--- src/rtl/inst_queue_pkg.sv ---
// Shared RISC-V instruction field positions, NOP encoding and major opcodes
// used by the instruction queue and the control decoder.
package inst_queue_pkg;

    localparam int OPCODE_LSB = 0;
    localparam int OPCODE_MSB = 6;
    localparam int RD_LSB     = 7;
    localparam int RD_MSB     = 11;
    localparam int FUNCT3_LSB = 12;
    localparam int FUNCT3_MSB = 14;
    localparam int RS1_LSB    = 15;
    localparam int RS1_MSB    = 19;
    localparam int RS2_LSB    = 20;
    localparam int RS2_MSB    = 24;
    localparam int FUNCT7_LSB = 25;
    localparam int FUNCT7_MSB = 31;

    // ADDI x0, x0, 0
    localparam logic [31:0] NOP_INST = 32'h0000_0013;

    localparam logic [6:0] OPC_OP     = 7'b0110011;
    localparam logic [6:0] OPC_OP_IMM = 7'b0010011;
    localparam logic [6:0] OPC_LOAD   = 7'b0000011;
    localparam logic [6:0] OPC_STORE  = 7'b0100011;

    typedef struct packed {
        logic [6:0] funct7;
        logic [4:0] rs2;
        logic [4:0] rs1;
        logic [2:0] funct3;
        logic [4:0] rd;
        logic [6:0] opcode;
    } inst_fields_t;

    function automatic inst_fields_t split_inst(input logic [31:0] inst);
        inst_fields_t f;
        f.opcode = inst[OPCODE_MSB:OPCODE_LSB];
        f.rd     = inst[RD_MSB:RD_LSB];
        f.funct3 = inst[FUNCT3_MSB:FUNCT3_LSB];
        f.rs1    = inst[RS1_MSB:RS1_LSB];
        f.rs2    = inst[RS2_MSB:RS2_LSB];
        f.funct7 = inst[FUNCT7_MSB:FUNCT7_LSB];
        return f;
    endfunction

endpackage

--- src/rtl/inst_queue_mem.sv ---
// Instruction queue storage: DEPTH x W register array, one synchronous write
// port and one asynchronous read port. Contents are not reset.
module inst_queue_mem #(
    parameter int DEPTH = 4,
    parameter int W     = 64
) (
    input  logic                     clock,
    input  logic                     we,
    input  logic [$clog2(DEPTH)-1:0] waddr,
    input  logic [W-1:0]             wdata,
    input  logic [$clog2(DEPTH)-1:0] raddr,
    output logic [W-1:0]             rdata
);

    logic [W-1:0] mem_q [DEPTH];

    always_ff @(posedge clock) begin
        if (we) begin
            mem_q[waddr] <= wdata;
        end
    end

    assign rdata = mem_q[raddr];

endmodule

--- src/rtl/inst_queue.sv ---
// In-order instruction buffer between fetch and decode with flush and field split.
// Optional same-cycle empty-queue bypass enabled by defining INST_QUEUE_BYPASS_EN.
module inst_queue
    import inst_queue_pkg::*;
#(
    parameter int DEPTH = 4,
    parameter int XLEN  = 32
) (
    input  logic                       clock,
    input  logic                       reset_n,
    input  logic                       flush,
    input  logic                       in_valid,
    output logic                       in_ready,
    input  logic [XLEN-1:0]            in_pc,
    input  logic [31:0]                in_inst,
    output logic                       out_valid,
    input  logic                       out_ready,
    output logic [XLEN-1:0]            out_pc,
    output logic [31:0]                out_inst,
    output logic [6:0]                 out_opcode,
    output logic [2:0]                 out_funct3,
    output logic [6:0]                 out_funct7,
    output logic [4:0]                 out_rd,
    output logic [4:0]                 out_rs1,
    output logic [4:0]                 out_rs2,
    output logic [$clog2(DEPTH+1)-1:0] count
);

    localparam int PTR_W = $clog2(DEPTH);
    localparam int CNT_W = $clog2(DEPTH + 1);
    localparam int W     = XLEN + 32;

    logic [PTR_W-1:0] wr_ptr_q, wr_ptr_d, rd_ptr_q, rd_ptr_d;
    logic [CNT_W-1:0] count_q, count_d;
    logic [W-1:0]     head;
    logic             byp, push, pop, wr_en, rd_en;
    inst_fields_t     fields;

    inst_queue_mem #(.DEPTH(DEPTH), .W(W)) u_mem (
        .clock (clock),
        .we    (wr_en),
        .waddr (wr_ptr_q),
        .wdata ({in_pc, in_inst}),
        .raddr (rd_ptr_q),
        .rdata (head)
    );

    always_comb begin
        byp = 1'b0;
`ifdef INST_QUEUE_BYPASS_EN
        byp = (count_q == '0) && in_valid && !flush;
`endif
        in_ready  = (count_q != CNT_W'(DEPTH));
        out_valid = (count_q != '0) || byp;
        if (byp) begin
            {out_pc, out_inst} = {in_pc, in_inst};
        end else if (count_q != '0) begin
            {out_pc, out_inst} = head;
        end else begin
            out_pc   = '0;
            out_inst = NOP_INST;
        end
    end

    // A bypassed entry that decode takes immediately never touches storage.
    always_comb begin
        push  = in_valid && in_ready && !flush;
        pop   = out_valid && out_ready && !flush;
        wr_en = push && !(byp && out_ready);
        rd_en = pop && !byp;

        wr_ptr_d = wr_ptr_q;
        rd_ptr_d = rd_ptr_q;
        count_d  = count_q;
        if (flush) begin
            wr_ptr_d = '0;
            rd_ptr_d = '0;
            count_d  = '0;
        end else begin
            if (wr_en) wr_ptr_d = wr_ptr_q + PTR_W'(1);
            if (rd_en) rd_ptr_d = rd_ptr_q + PTR_W'(1);
            count_d = count_q + CNT_W'(wr_en) - CNT_W'(rd_en);
        end
    end

    always_ff @(posedge clock or negedge reset_n) begin
        if (!reset_n) begin
            wr_ptr_q <= '0;
            rd_ptr_q <= '0;
            count_q  <= '0;
        end else begin
            wr_ptr_q <= wr_ptr_d;
            rd_ptr_q <= rd_ptr_d;
            count_q  <= count_d;
        end
    end

    assign fields     = split_inst(out_inst);
    assign out_opcode = fields.opcode;
    assign out_funct3 = fields.funct3;
    assign out_funct7 = fields.funct7;
    assign out_rd     = fields.rd;
    assign out_rs1    = fields.rs1;
    assign out_rs2    = fields.rs2;
    assign count      = count_q;

endmodule

--- config.mk ---
export PLATFORM = sky130hd
export DESIGN_NAME = inst_queue
export DESIGN_NICKNAME = d
export VERILOG_FILES = /design/src/rtl/inst_queue_pkg.sv /design/src/rtl/inst_queue_mem.sv /design/src/rtl/inst_queue.sv
export SDC_FILE = /design/constraint.sdc
export NUM_CORES = 1
export LEC_CHECK = 0
export CORE_AREA = 2 2 133 147
export DETAILED_ROUTE_END_ITERATION = 10
export DIE_AREA = 0 0 135 149
export HOLD_SLACK_MARGIN = 0.12
export PLACE_DENSITY = 0.91
export SLEW_MARGIN = 15
export SYNTH_ARGS = -nofsm -noshare
export SYNTH_HDL_FRONTEND = slang
export SYNTH_HIERARCHICAL = 1
export SYNTH_SLANG_ARGS = --single-unit
--- constraint.sdc ---
create_clock -name clock -period 12.3 [get_ports clock]
set_clock_uncertainty 0.15 [all_clocks]
set_input_delay 1.845 -clock clock [delete_from_list [all_inputs] [get_ports clock]]
set_output_delay 1.845 -clock clock [all_outputs]
set_load 0.05 [all_outputs]
==> impl_metrics.py, run 1 <==
metrics = {
    "outcome": {
        "run_status": "complete, no violations",
    },
    "timing": {
        "setup_viol": 0,
        "post-route-period-util": 0.454,
        "finalSetupTns_ps": 0,
        "period_needed_ps": 5590,
        "worst_slew_pin_slew_ps": 1170,
        "finalHoldViolCount": 0,
        "maxSlewHeadroom": 0.217,
        "slew_violations": 0,
        "whs_ps": 510,
        "grt_setup_unrepaired": "no",
        "max_freq_mhz": 179,
    },
    "hold_path": {
        "hold_path.class": "flip-flop to flip-flop",
        "hold_path_end": "count[2]",
        "whs_path_depth": 2,
        "hp-start": "count[2]",
    },
    "synth": {
        "synth_nets": 551,
        "synth_cell_type_count": 30,
        "synth_area_um2": 10400,
        "avgSynthCellArea_um2": 21.8,
        "yosys-top-cells-count": "edfxtp_1, and2_1, mux4_2",
        "ys_warn_count": 6,
        "ys_seq_area_frac": 0.753,
        "yosysMostFrequentCell": "edfxtp_1",
        "syn_inst": 479,
        "synth_area_leaders": "edfxtp_1, mux4_2, and2_1",
        "synthArstFlopShare": 0.0266,
        "ys_ff_latch": 263,
        "synth_edf_count": 256,
        "yosysTopAreaCell": "edfxtp_1",
        "synth_top_area_share": 0.736,
        "synthFlopType": "edfxtp_1",
    },
    "drt": {
        "antenna_left": 0,
        "drtIter0Drc": 295,
        "vias": 4940,
        "routed_wl_um": 18200,
        "wl_per_cell_um": 20.5,
        "drt_pre_antenna_iters": 7,
        "vias_per_cell": 5.55,
        "drc": 0,
    },
    "clocking": {
        "clock_path_buffers": 3,
        "cts_tree": "done",
        "clk_latency_ps": 500,
        "cts_resized": 0,
        "cts-buffers-inserted": 25,
        "cts_setup_buffers": 0,
        "clk_pin_slew_ps": 60,
        "cts.sinks": 263,
        "ctsHtreeMaxLevel": 1,
        "postCtsHoldBufs": 0,
        "cts_root_buf": "clkbuf_16",
    },
    "floorplan": {
        "start_util": 0.554,
        "die_area_um2": 20100,
        "io_pins": 170,
        "die_w_um": 135,
        "rows": 53,
        "core_area_um2": 18800,
        "die_h_um": 149,
    },
    "setup_path": {
        "rr_worst_depth": 11,
        "setup.worst_path.end_class": "output pin",
        "regToRegStartpoint": "count[1]",
        "regToRegSetupSlack_ps": 9570,
        "crit_fanout": 41,
        "cp_data_required_time_ps": 10300,
        "cp.arrival_ps": 3590,
        "criticalPathCategory": "flip-flop to output pin",
        "rr_endpoint": "count[2]",
        "cp-start-kind": "flip-flop",
    },
    "finish": {
        "seq_area_um2": 7870,
        "design_area_um2": 12800,
        "n_antenna_cell": 0,
        "multi_input_area_um2": 2110,
        "drive_above_1_share": 0.168,
        "nFillCells": 1187,
        "syn2layout_area_growth_pct": 22.7,
        "final_nets": 697,
    },
    "grt": {
        "grt.overflow.total": 0,
        "grt_max_degree": 66,
        "grt_pass1_wl_um": 28400,
        "track_usage": 0.184,
        "grt_pass1_vias": 5339,
        "grt_antenna_before_repair": 2,
    },
    "pwr": {
        "irDropWorstVdd_mv": 0.431,
        "power_leakage_nw": 4.09,
        "p_per_area_nw_per_um2": 250,
    },
    "run": {
        "maxCapViolations": 0,
    },
    "place": {
        "port_buffers": 169,
        "place_hpwl_um": 10500,
        "place.gp.congestion": 0.715,
        "dpl_cell_area_um2": 12000,
    },
}
## layout by cell type, fill, tap and decap left out, types with 2 or more instances in the layout
master,instances
clkinv_1,6
ha_1,2
edfxtp_1,256
nor2b_1,3
xor2_1,3
nand2b_1,3
dfrtp_1,5
clkbuf_1,3
clkdlybuf4s50_1,169
clkinv_2,5
buf_4,3
mux4_1,4
inv_6,3
clkbuf_16,25
and3b_4,2
inv_1,2
bufinv_16,2
nor2_1,8
mux4_2,60
mux2_1,2
dfrtp_4,2
and2_1,62
## cells by family after synthesis
group           after synthesis  synth area share
buf+inv                      56            0.0469
mux                          66             0.142
xor+xnor                      3           0.00252
simple gates                 86            0.0500
flops                       263             0.753
fa+ha+maj                     3           0.00431
compound gates                2           0.00156
## how the worst max path moves through the flow
stage	startpoint	end	slack [ps]	cells after the start
after floorplan	flush	u_mem/mem_q[0][0]	4660	3
after global placement	rd_ptr_q[0]	out_inst[1]	7140	4
after detailed placement	rd_ptr_q[0]	out_inst[0]	7140	4
after CTS	rd_ptr_q[0]	out_opcode[1]	6580	4
after global routing	rd_ptr_q[0]	out_opcode[1]	6440	4
final	rd_ptr_q[0]	out_opcode[1]	6710	4
## metal layers
metal	routed length, um	vias to the layer above	GRT usage
met4	368	4	0.0516
met1	7150	2562	0.243
li1	-	2176	-
met5	26	-	0
met3	1140	33	0.0330
met2	9530	165	0.319
## worst max-delay path, cell delays in order (launching register included)
cell and delay (ps):
dfrtp_4 740, buf_4 760, mux4_1 650, nand2b_1 170, clkdlybuf4s50_1 750
## through the flow
stage,utilization,setup WS (ps),power [mW],instances
after floorplan,-,4660,2.21,479
after global placement,0.638,7140,2.50,844
after detailed placement,0.638,7140,2.52,844
after CTS,0.679,6580,3.24,889
after global routing,0.680,6440,3.33,890
final,0.680,6710,3.20,890
## final cells by class
type	count	area share
inverter	2	0.000586
multi-input combinational	160	0.165
tap	247	0.0241
sequential	263	0.614
timing repair buffer	173	0.135
clock buffer	28	0.0497
clock inverter	17	0.0111
## state kept, by name, summed over array words and instances, names as in the netlist
| signal | flops |
|---|---|
| rd_ptr_q | 2 |
| wr_ptr_q | 2 |
| u_mem/mem_q | 256 |
| count | 3 |
## report_power, final
group	switching, mW	leakage [nW]	internal [mW]
clock network	0.301	0.387	0.416
logic	0.892	1.30	0.504
registers	0.0510	2.41	1.04
total	1.24	4.09	1.96
(Power assumes the default switching activity.)
==> inputs of run 2 (changes only) <==
- CORE_AREA: 2 2 133 147 -> 2 2 137 153
- DIE_AREA: 0 0 135 149 -> 0 0 139 155
- PLACE_DENSITY: 0.91 -> 0.86
- clock period: 12.3 -> 5.55 ns (I/O delays scaled with it)
==> run 2 against run 1 <==
Net effect:
- final cell count up 1.5%
- non-clock buffer count rose by 1
- count of clock-buffer cells in the layout grew 7
- largest cell class unchanged
- global-route usage fell by 0.69 points
- sequential power rose by 120%
- hold slack lost 89 ps
- first-iteration DRC count up 14%
- flip-flop and latch count unchanged
- via count up 0.36%
==> impl_metrics.py, run 2 (same netlist as run 1, synthesis figures left out) <==
metrics = {
    "outcome": {
        "run_status": "complete, no violations",
    },
    "finish": {
        "largest_register_ffs": 256,
        "drive_above_1_share": 0.170,
        "n_antenna_cell": 0,
        "syn2layout_area_growth_pct": 23.7,
        "final_cell_mix": "edfxtp_1, clkdlybuf4s50_1, and2_1, mux4_2, clkbuf_16",
        "nFillCells": 1342,
        "final_nets": 699,
        "largest_register": "u_mem/mem_q",
        "layout_commonest_cell": "edfxtp_1",
    },
    "grt": {
        "grt.overflow.total": 0,
        "grt_max_degree": 66,
        "grt_antenna_before_repair": 1,
        "grt_pass1_vias": 5405,
        "grt_pass1_wl_um": 29700,
        "track_usage": 0.177,
    },
    "setup_path": {
        "critPathLaunch": "rd_ptr_q[0]",
        "cp_cell_sequence": "buf_4 > mux4_2 > and2_1 > clkdlybuf4s50_1",
        "cp_slowest_stage_delay_ps": 1010,
        "crit_fanout": 45,
        "criticalPathCategory": "flip-flop to output pin",
        "cp.arrival_ps": 3360,
        "cp_data_required_time_ps": 4570,
        "setup.worst_path.end_class": "output pin",
        "rr_worst_depth": 11,
        "rr_endpoint": "count[2]",
        "cp-start-kind": "flip-flop",
        "regToRegSetupSlack_ps": 2750,
        "slowest_stage": "dfrtp_4",
        "regToRegStartpoint": "count[1]",
    },
    "floorplan": {
        "die_w_um": 139,
        "die_area_um2": 21500,
        "start_util": 0.520,
        "io_pins": 170,
        "rows": 55,
        "die_h_um": 155,
        "core_area_um2": 20100,
    },
    "clocking": {
        "postCtsHoldBufs": 0,
        "cts_setup_buffers": 0,
        "cts_root_buf": "clkbuf_16",
        "ctsHtreeMaxLevel": 1,
        "cts_tree": "done",
        "clock_path_buffers": 3,
        "cts-buffers-inserted": 26,
        "cts_resized": 0,
        "clk_pin_slew_ps": 60,
        "clk_latency_ps": 530,
        "cts.sinks": 263,
    },
    "run": {
        "maxCapViolations": 0,
    },
    "timing": {
        "max_freq_mhz": 230,
        "slew_violations": 0,
        "period_needed_ps": 4350,
        "grt_setup_unrepaired": "no",
        "maxSlewHeadroom": 0.296,
        "whs_ps": 421,
        "setup_viol": 0,
        "finalHoldViolCount": 0,
        "post-route-period-util": 0.783,
        "finalSetupTns_ps": 0,
        "worst_slew_pin_slew_ps": 1060,
    },
    "place": {
        "port_buffers": 169,
        "place_hpwl_um": 10500,
        "place.gp.congestion": 0.766,
    },
    "drt": {
        "routed_wl_um": 19100,
        "drc": 0,
        "drt_pre_antenna_iters": 4,
        "vias": 4958,
        "antenna_left": 0,
        "wl_per_cell_um": 21.1,
        "drtIter0Drc": 335,
        "vias_per_cell": 5.49,
    },
    "pwr": {
        "power_leakage_nw": 4.13,
        "p_per_area_nw_per_um2": 559,
        "irDropWorstVdd_mv": 0.746,
    },
    "hold_path": {
        "hold_path.class": "input pin to asynchronous set/reset pin",
    },
}
## run 2: cell types whose count changed in the layout (fill, tap and decap cells not counted)
cell | previous run | this run
buf_12 | 1 | 0
buf_16 | 0 | 2
clkbuf_1 | 3 | 7
clkbuf_16 | 25 | 26
clkbuf_8 | 0 | 2
clkinv_1 | 6 | 4
clkinv_8 | 0 | 1
inv_6 | 3 | 0
nor3b_2 | 1 | 0
nor3b_4 | 0 | 1
or3_2 | 1 | 0
or3_4 | 0 | 1
## run 2: per-layer routing
metal	global-route usage	part of all wire
met2	0.309	0.51
met3	0.0366	0.073
met4	0.0467	0.017
met5	0	0
met1	0.230	0.40
## run 2: how the worst max path moves through the flow
stage | endpoint | cells after the start | slack, ps
global route | out_pc[3] | 4 | 990
floorplan | u_mem/mem_q[0][0] | 4 | 850
CTS | out_pc[2] | 4 | 1090
global placement | out_pc[11] | 4 | 1680
detailed placement | out_pc[11] | 4 | 1660
finish | out_pc[3] | 4 | 1200
## run 2: metrics by stage
step	instances	setup slack (ps)	area, um^2	util	power [mW]
4_1_cts	901	1090	12900	0.640	7.29
5_1_grt	903	986	12900	0.643	7.48
3_3_place_gp	853	1680	12000	0.598	5.56
2_1_floorplan	479	849	10400	-	4.89
3_5_place_dp	853	1660	12000	0.598	5.59
6_report	903	1200	12900	0.643	7.22
## run 2: cell type report
class	count	area [um^2]	share of cell area
sequential	263	7870	0.609
multi-input combinational	160	2120	0.164
timing repair buffer	174	1770	0.137
clock buffer	35	704	0.0545
tap	256	320	0.0248
clock inverter	13	125	0.00969
inverter	2	7.51	0.000581
## run 2: power breakdown
part	internal, mW	switching [mW]	total (mW)	leakage [nW]
combinational	1.13	1.95	3.08	1.31
clock	0.984	0.704	1.69	0.408
sequential	2.31	0.150	2.45	2.41
total	4.42	2.81	7.22	4.13
## run 2: critical path: cells and delay by family, from the launching register on
family / cells / cell delay [ps]
flops: 1 / 1010
buf+inv: 2 / 1120
simple gates: 1 / 150
mux: 1 / 550
==> inputs of run 3 (changes only) <==
- clock period: 5.55 -> 4.5 ns (I/O delays scaled with it)
==> run 3 against run 2 <==
Net effect:
- sequential power grew 21%
- final cell count grew 0.11%
- core utilization grew 0.37 points
- routed wire length grew 0.84%
- sequential share of layout area shrank 0.35 points
- hold slack lost 140 ps
- combinational power grew 26%
- clock power grew 32%
- via count shrank 1.1%
- final area grew 0.58%
- count of clock-buffer cells in the layout shrank 3
- critical endpoint is now out_pc[17]
- largest cell class unchanged
==> impl_metrics.py, run 3 (same netlist as run 1, synthesis figures left out) <==
metrics = {
    "timing": {
        "finalSetupTns_ps": 0,
        "post-route-period-util": 0.861,
        "period_needed_ps": 3880,
        "setup_ws_ps": 624,
        "slew_violations": 0,
        "worst_slew_pin_slew_ps": 1050,
        "max_freq_mhz": 258,
        "finalHoldViolCount": 0,
        "setup_viol": 0,
        "whs_ps": 278,
        "maxSlewHeadroom": 0.299,
        "grt_setup_unrepaired": "no",
    },
    "setup_path": {
        "regToRegStartpoint": "count[1]",
        "cp_cell_sequence": "buf_4 > mux4_2 > and2_1 > clkdlybuf4s50_1",
        "slowest_stage": "clkdlybuf4s50_1",
        "regToRegSetupSlack_ps": 1650,
        "crit_fanout": 18,
        "cp_slowest_stage_delay_ps": 710,
        "cp-start-kind": "flip-flop",
        "rr_worst_depth": 11,
        "setup.worst_path.end_class": "output pin",
        "cp_data_required_time_ps": 3670,
        "cp.arrival_ps": 3050,
        "rr_endpoint": "count[2]",
        "criticalPathCategory": "flip-flop to output pin",
    },
    "clocking": {
        "cts_root_buf": "clkbuf_16",
        "clk_latency_ps": 520,
        "ctsHtreeMaxLevel": 1,
        "clk_pin_slew_ps": 60,
        "cts_tree": "done",
        "clock_path_buffers": 3,
        "cts_resized": 0,
        "cts.sinks": 263,
        "cts-buffers-inserted": 25,
        "cts_setup_buffers": 0,
        "postCtsHoldBufs": 0,
    },
    "grt": {
        "grt.overflow.total": 0,
        "grt_pass1_wl_um": 29400,
        "grt_max_degree": 66,
        "grt_antenna_before_repair": 1,
        "track_usage": 0.178,
        "grt_pass1_vias": 5236,
    },
    "finish": {
        "instances_no_fill": 904,
        "final_cell_mix": "edfxtp_1, clkdlybuf4s50_1, and2_1, mux4_2, clkbuf_16",
        "layout_commonest_cell": "edfxtp_1",
        "largest_register_ffs": 256,
        "nFillCells": 1318,
        "largest_register": "u_mem/mem_q",
        "drive_above_1_share": 0.179,
        "syn2layout_area_growth_pct": 24.4,
        "final_nets": 700,
    },
    "pwr": {
        "power_leakage_nw": 4.17,
        "irDropWorstVdd_mv": 0.781,
        "total_power_mw": 9.08,
        "p_per_area_nw_per_um2": 699,
    },
    "drt": {
        "dr.max_layer_used": "met4",
        "antenna_left": 0,
        "vias": 4901,
        "met1Wirelength_um": 7690,
        "vias_per_cell": 5.42,
        "drtIter0Drc": 305,
        "wl_met2_um": 9960,
        "wl_per_cell_um": 21.3,
        "wl_met3_um": 1150,
        "drc": 0,
        "drt_pre_antenna_iters": 4,
        "routed_wl_um": 19200,
    },
    "run": {
        "maxCapViolations": 0,
    },
    "floorplan": {
        "rows": 55,
        "start_util": 0.520,
        "die_h_um": 155,
        "io_pins": 170,
        "die_area_um2": 21500,
        "die_w_um": 139,
        "core_area_um2": 20100,
    },
    "outcome": {
        "run_status": "complete, no violations",
    },
    "place": {
        "place.gp.congestion": 0.752,
        "place_hpwl_um": 11400,
        "pre_cts_ws_ps": 1030,
        "port_buffers": 169,
        "place_inst": 857,
    },
    "hold_path": {
        "hold_path.class": "input pin to asynchronous set/reset pin",
    },
}
run 3: cell count changes in the layout (fill, tap and decap cells not counted), sizes merged:
cell	change
inv	+1
clkinv	-5
clkinvlp	+2
bufinv	+3
clkbuf	-3
diode	+1
buf	+2
run 3: power by group:
part	internal, mW	switching (mW)
logic	1.40	2.48
registers	2.84	0.127
clock network	1.39	0.847
total	5.63	3.45
run 3: worst max-delay path by stage:
stage	start	end	slack (ps)	cells past startpoint
floorplan	count[1]	u_mem/mem_q[0][0]	670	4
global placement	count[1]	out_opcode[0]	1090	3
detailed placement	count[1]	out_inst[0]	1030	3
CTS	count[1]	out_inst[0]	460	3
global route	rd_ptr_q[0]	out_pc[19]	440	4
finish	rd_ptr_q[0]	out_pc[17]	620	4
run 3: worst max-delay path: cells and delay by family, from the launching register on:
family        cells  cell delay, ps
buf+inv           2            1130
flops             1             660
simple gates      1             160
mux               1             560
run 3: final cells by class:
cell class | count | area, um^2 | share of cell area
clock buffer | 32 | 702 | 0.0540
tap | 256 | 320 | 0.0247
multi-input combinational | 160 | 2120 | 0.163
timing repair buffer | 176 | 1770 | 0.136
inverter | 2 | 7.51 | 0.000578
clock inverter | 14 | 200 | 0.0154
antenna | 1 | 2.50 | 0.000193
sequential | 263 | 7870 | 0.606
run 3: per-layer routing:
layer  vias to the layer above  GRT usage
li1                       2186          -
met4                         0     0.0582
met5                         -          0
met2                       155      0.311
met1                      2521      0.224
met3                        39     0.0385
run 3: stage by stage:
step	util	cell area (um^2)
6_report	0.646	13000
5_1_grt	0.646	13000
4_1_cts	0.646	13000
3_5_place_dp	0.601	12100
3_3_place_gp	0.601	12100
2_1_floorplan	-	10500
